### src/rtl/vga_monitor.sv
// Passive VGA sink: recovers hsync/vsync timing from vgaData, checks it against the
// configured mode, and reports active pixels, per-frame checksums and timing violations.
module vga_monitor #(
    parameter int H_ACTIVE = 640,
    parameter int H_FP     = 16,
    parameter int H_SYNC   = 96,
    parameter int H_BP     = 48,
    parameter int V_ACTIVE = 480,
    parameter int V_FP     = 10,
    parameter int V_SYNC   = 2,
    parameter int V_BP     = 33
) (
    input  logic        vga_clk,
    input  logic        reset,
    input  logic [13:0] vgaData,
    output logic        locked,
    output logic        pix_valid,
    output logic [9:0]  pix_x,
    output logic [8:0]  pix_y,
    output logic [11:0] pix_rgb,
    output logic        frame_done,
    output logic [15:0] frame_sum,
    output logic [15:0] frame_count,
    output logic        timing_err,
    output logic [7:0]  err_count
);

    localparam int H_TOTAL = H_SYNC + H_BP + H_ACTIVE + H_FP;
    localparam int V_TOTAL = V_SYNC + V_BP + V_ACTIVE + V_FP;

    localparam logic [10:0] H_LAST   = 11'(H_TOTAL - 1);
    localparam logic [10:0] H_SYNC_W = 11'(H_SYNC);
    localparam logic [10:0] H_ACT_LO = 11'(H_SYNC + H_BP);
    localparam logic [10:0] H_ACT_HI = 11'(H_SYNC + H_BP + H_ACTIVE - 1);
    localparam logic [9:0]  V_LAST   = 10'(V_TOTAL - 1);
    localparam logic [9:0]  V_SYNC_W = 10'(V_SYNC);
    localparam logic [9:0]  V_ACT_LO = 10'(V_SYNC + V_BP);
    localparam logic [9:0]  V_ACT_HI = 10'(V_SYNC + V_BP + V_ACTIVE - 1);

    typedef enum logic [1:0] {
        SEARCH  = 2'd0,
        ACQUIRE = 2'd1,
        LOCKED  = 2'd2
    } state_t;

    function automatic logic [10:0] sat_inc_h(input logic [10:0] v);
        return (v == 11'h7FF) ? v : v + 11'd1;
    endfunction

    function automatic logic [9:0] sat_inc_v(input logic [9:0] v);
        return (v == 10'h3FF) ? v : v + 10'd1;
    endfunction

    function automatic logic [7:0] sat_inc_e(input logic [7:0] v);
        return (v == 8'hFF) ? v : v + 8'd1;
    endfunction

    state_t      state, state_nxt;
    logic        acq_err_q, acq_err_nxt;

    logic [13:0] d1_p0;
    logic [1:0]  d2_p1;
    logic [10:0] h_q;
    logic [9:0]  v_q;
    logic [15:0] run_sum;

    logic        h_fall, h_rise, v_fall, v_rise;
    logic [10:0] h_cnt;
    logic [9:0]  v_cnt;
    logic        viol;
    logic        in_active;
    logic        pix_load;
    logic        frame_end;
    logic [15:0] sum_nxt;

    // Stage p0/p1: edge detection on the sync bits of the two-deep sample pipe
    assign h_fall = d2_p1[1] & ~d1_p0[13];
    assign h_rise = ~d2_p1[1] & d1_p0[13];
    assign v_fall = d2_p1[0] & ~d1_p0[12];
    assign v_rise = ~d2_p1[0] & d1_p0[12];

    // Counters index the d1 sample: the first low hsync sample is column 0
    assign h_cnt = h_fall ? 11'd0 : sat_inc_h(h_q);
    assign v_cnt = v_fall ? 10'd0 : (h_fall ? sat_inc_v(v_q) : v_q);

    always_comb begin
        viol = 1'b0;
        if (state != SEARCH) begin
            viol = (h_fall && (h_q   != H_LAST))   ||
                   (h_rise && (h_cnt != H_SYNC_W)) ||
                   (v_fall && (v_q   != V_LAST))   ||
                   (v_rise && (v_cnt != V_SYNC_W));
        end
    end

    assign in_active = (h_cnt >= H_ACT_LO) && (h_cnt <= H_ACT_HI) &&
                       (v_cnt >= V_ACT_LO) && (v_cnt <= V_ACT_HI);
    assign pix_load  = (state == LOCKED) && !viol && in_active;
    assign frame_end = (state == LOCKED) && v_fall && !viol;
    assign sum_nxt   = run_sum + (pix_valid ? {4'd0, pix_rgb} : 16'd0);
    assign locked    = (state == LOCKED);

    always_comb begin
        state_nxt   = state;
        acq_err_nxt = acq_err_q;
        case (state)
            SEARCH: begin
                if (v_fall) begin
                    state_nxt   = ACQUIRE;
                    acq_err_nxt = 1'b0;
                end
            end
            ACQUIRE: begin
                if (v_fall) begin
                    // A frame with any violation, including one at this edge, restarts acquisition
                    if (!acq_err_q && !viol) state_nxt = LOCKED;
                    acq_err_nxt = 1'b0;
                end else if (viol) begin
                    acq_err_nxt = 1'b1;
                end
            end
            LOCKED: begin
                if (viol) state_nxt = SEARCH;
            end
            default: begin
                state_nxt   = SEARCH;
                acq_err_nxt = 1'b0;
            end
        endcase
    end

    always_ff @(posedge vga_clk or posedge reset) begin
        if (reset) begin
            state     <= SEARCH;
            acq_err_q <= 1'b0;
            d1_p0     <= 14'h3000;
            d2_p1     <= 2'b11;
            h_q       <= 11'd0;
            v_q       <= 10'd0;
        end else begin
            state     <= state_nxt;
            acq_err_q <= acq_err_nxt;
            d1_p0     <= vgaData;
            d2_p1     <= d1_p0[13:12];
            h_q       <= h_cnt;
            v_q       <= v_cnt;
        end
    end

    // Stage p2: registered pixel, error and frame outputs
    always_ff @(posedge vga_clk or posedge reset) begin
        if (reset) begin
            pix_valid   <= 1'b0;
            pix_x       <= 10'd0;
            pix_y       <= 9'd0;
            pix_rgb     <= 12'd0;
            timing_err  <= 1'b0;
            err_count   <= 8'd0;
            frame_done  <= 1'b0;
            frame_sum   <= 16'd0;
            frame_count <= 16'd0;
            run_sum     <= 16'd0;
        end else begin
            pix_valid  <= pix_load;
            timing_err <= viol;
            frame_done <= frame_end;
            if (pix_load) begin
                pix_x   <= 10'(h_cnt - H_ACT_LO);
                pix_y   <= 9'(v_cnt - V_ACT_LO);
                pix_rgb <= d1_p0[11:0];
            end
            if (viol) err_count <= sat_inc_e(err_count);
            if ((state != LOCKED) || viol) begin
                run_sum <= 16'd0;
            end else if (frame_end) begin
                frame_sum   <= sum_nxt;
                frame_count <= frame_count + 16'd1;
                run_sum     <= 16'd0;
            end else begin
                run_sum <= sum_nxt;
            end
        end
    end

endmodule

### config.mk
export PLATFORM = sky130hd
export DESIGN_NAME = vga_monitor
export DESIGN_NICKNAME = d
export VERILOG_FILES = /design/src/rtl/vga_monitor.sv
export SDC_FILE = /design/constraint.sdc
export NUM_CORES = 1
export LEC_CHECK = 0
export BUFFER_PORTS_ARGS = -buffer_cell sky130_fd_sc_hd__buf_2
export CORE_MARGIN = 5
export CORE_UTILIZATION = 40
export CTS_CLUSTER_DIAMETER = 100
export DETAILED_ROUTE_END_ITERATION = 12
export PLACE_DENSITY_LB_ADDON = 0.1
export SLEW_MARGIN = 25
export SYNTH_ARGS = -nofsm -noshare
export SYNTH_HDL_FRONTEND = slang
export SYNTH_SLANG_ARGS = --single-unit
export TNS_END_PERCENT = 50
### constraint.sdc
create_clock -name vga_clk -period 7.2 [get_ports vga_clk]
set_clock_uncertainty 0.15 [all_clocks]
set_input_delay 0 -clock vga_clk [delete_from_list [all_inputs] [get_ports vga_clk]]
set_output_delay 0 -clock vga_clk [all_outputs]
set_load 0.02 [all_outputs]
==> impl_metrics.tcl <==
set metrics [dict create \
    setup_tns_ns 0 \
    ys_types 73 \
    async_reset_ff_share_pct 100.0 \
    syn_area_um2 6718 \
    regToRegStartpoint "h_q[0]" \
    drt_iter0_drc 222 \
    routedWlPerCell_um 16.10 \
    crit_top_cell "ha_1" \
    fmaxAchievable_ghz 0.2298 \
    crit_chain "ha_1 -> nand4_2 -> nor3_1 -> o211a_1 -> nor2_1 -> inv_1 -> ha_1 -> nand3_1 -> o41ai_4 -> nand3_2 -> nor2_4 -> nand4_4 -> mux2_4" \
    firstDrtPassIters 4 \
    vias 4750 \
    rrSetupSlack_ns 2.85 \
    vdd_drop_max_uv 160.6 \
    min_to "d1_p0[6]" \
    insertion_delay_ns 0.42 \
    synth.most_common_cell "dfrtp_1" \
    end_kind "flop" \
    cp.arrival_ns 4.49 \
    yosys-top-cells-count "126 x dfrtp_1, 34 x nor2_1, 28 x mux2_4" \
    viasPerCell 5.152 \
    dieArea_um2 19490 \
    synth_edf_count 0 \
    nNetsFinal 728 \
    clk_pin_slew_ns 0.06 \
    p_total_mw 1.962 \
    overflow 0 \
    worstReg2RegEnd "pix_rgb[1]" \
    tritoncts "yes" \
    maxCapViolCount 0 \
    run_status "finished, final reports clean" \
    rsz0062_at_grt "no" \
    layout_setup_ws_ns 2.848 \
    fp.dieH_um 139.6 \
    ctsRootBufferMaster "clkbuf_16" \
    dp_hpwl_um 10560 \
    clock-sinks 130 \
    cts_resized 0 \
    yosys-top-cells-area "dfrtp_1 47%, mux2_4 6.3%, ha_1 4.3%" \
    yosysSeqAreaShare_pct 48.50 \
    drive_gt1_share_pct 27.67 \
    synth_warnings 0 \
    slew_violations 0 \
    cts_buffers 17 \
    hp-class "primary input to flop" \
    synth_nets 629 \
    cp_max_fo 32 \
    powerDensity_nw_per_um2 242.5 \
    crit_slowest_cell "nand4_4" \
    dpl-instance-area_um2 7305 \
    ys.flop_type "dfrtp_1" \
    ys_ff_latch 130 \
    yosysTopAreaCellShare_pct 46.94 \
    start_kind "flop" \
    relSlewSlack_pct 42.11 \
    post-route-drc-count 0 \
    crit_path_max_incr_delay_ns 0.67 \
    period_share_pct 60.45 \
    core_um2 16520 \
    area_growth_pct 20.43 \
    boundaryPins 91 \
    grt_usage_pct 16.02 \
    r2r_cells 13 \
    leakage_nw 4.102 \
    htreeDepth 4 \
    rows 47 \
    worstSetupPathType "flop to flop" \
    initial_core_util_pct 40.65 \
    place.gp.congestion 0.8763 \
    setup_viol 0 \
    worstMarginPinSlew_ns 0.8667 \
    grt_max_degree 72 \
    die_w_um 139.6 \
    portBuffers 90 \
    synth_area_per_cell_um2 11.41 \
    critical_path_required_ns 7.34 \
    cts_buffer_depth 2 \
    min_path_cells 2 \
    syn_inst 589 \
    wl_um 14840 \
    fill_cells 1540 \
    antenna_found_initial 1 \
    grt_pass1_wl_um 25320 \
    fin_area_um2 8090 \
    hold_viol_final 0 \
    grt_pass1_vias 4937 \
    period_needed_ns 4.352 \
    pre_cts_slack_ns 2.841 \
    synth_top_area_cell "dfrtp_1" \
    ant_nets 0 \
    min-delay-start "vgaData[6]" \
]
per-layer routing:
metal,routed length [µm],track usage (%),vias to the layer above
met5,0,0,-
met3,558,4.220,24
met2,7142,25.42,106
met1,6867,21.26,2314
li1,-,-,2306
met4,276,5.762,0
stage by stage:
step / util (%) / cells / hold slack (ns)
finish: 48.96 / 922 / 0.06778
global route: 48.96 / 922 / 0.05809
CTS: 48.92 / 921 / 0.05735
detailed placement: 44.20 / 874 / -0.04379
global placement: 44.20 / 874 / -0.04464
floorplan: - / 589 / -0.1455
worst max path at each step:
stage | start | end | slack [ns] | cells after the start
floorplan | reset | acq_err_q | 3.59 | 1
global placement | h_q[0] | pix_x[1] | 3.00 | 13
detailed placement | h_q[0] | pix_y[5] | 2.84 | 13
CTS | h_q[0] | pix_y[8] | 2.83 | 13
global route | h_q[0] | pix_y[8] | 2.38 | 13
finish | h_q[0] | pix_rgb[1] | 2.85 | 13
power by group:
group	switching, mW	internal, mW	total, mW
logic	0.133	0.0864	0.219
clock network	0.312	0.604	0.916
registers	0.0534	0.773	0.826
total	0.498	1.46	1.96
area by class of cell:
class	count	area [µm²]	area share (%)
Antenna cell	1	2.502	0.03093
Clock buffer	22	474.2	5.861
Clock inverter	10	155.1	1.918
Inverter	25	96.34	1.191
Multi-Input combinational cell	405	3194	39.48
Sequential cell	130	3258	40.27
Tap cell	220	275.3	3.402
Timing Repair Buffer	109	634.4	7.841
kinds of logic (layout without fill, tap and decap cells):
group	after synthesis	in the layout	share of synthesized area, %
other	0	1	0
muxes	53	53	10.34
AOI/OAI and AO/OA	87	87	9.927
DFF	130	130	48.50
buffers and inverters	54	166	3.949
xor gates and xnor gates	46	46	5.997
and+or+nand+nor	195	195	16.71
adders and majority gates	24	24	4.582
timing repair:
action                                 CTS  global route
endpoints found under the hold margin   73             0
setup buffers                            0             0
hold buffers                            15             0
cells in the final DEF, fill, tap and decap left out, types with 5 or more instances in the layout:
master	n
buf_2	90
xor2_1	20
mux2_2	15
nand3_1	23
ha_1	23
nor2b_1	5
xnor2_1	26
o21ai_0	9
mux2i_1	8
and4_1	8
nand2_1	24
and2_1	25
nor3_1	12
nand2b_1	6
inv_1	22
mux2_4	28
nor4_1	5
nand4_1	14
nor2_1	34
a211oi_1	5
clkbuf_16	17
and3_1	15
a21oi_1	23
dfrtp_1	126
o211ai_1	6
dlygate4sd3_1	15
or3_1	6
state kept, by name, summed over array words and instances (netlist names), 9 cells and up:
signal,count
d1_p0,14
frame_count,16
frame_sum,16
h_q,11
pix_rgb,12
pix_x,10
pix_y,9
run_sum,16
v_q,10
critical path: cells and delay by family, from the launching register on:
family	cells	cell delay [ns]
AND/OR/NAND/NOR	7	1.83
adder cells (fa/ha/maj)	2	0.48
flip-flops	1	0.50
buffers and inverters	1	0.10
AO/OA/AOI/OAI	2	0.60
multiplexers	1	0.56
Power figures use the tool's default switching activity.
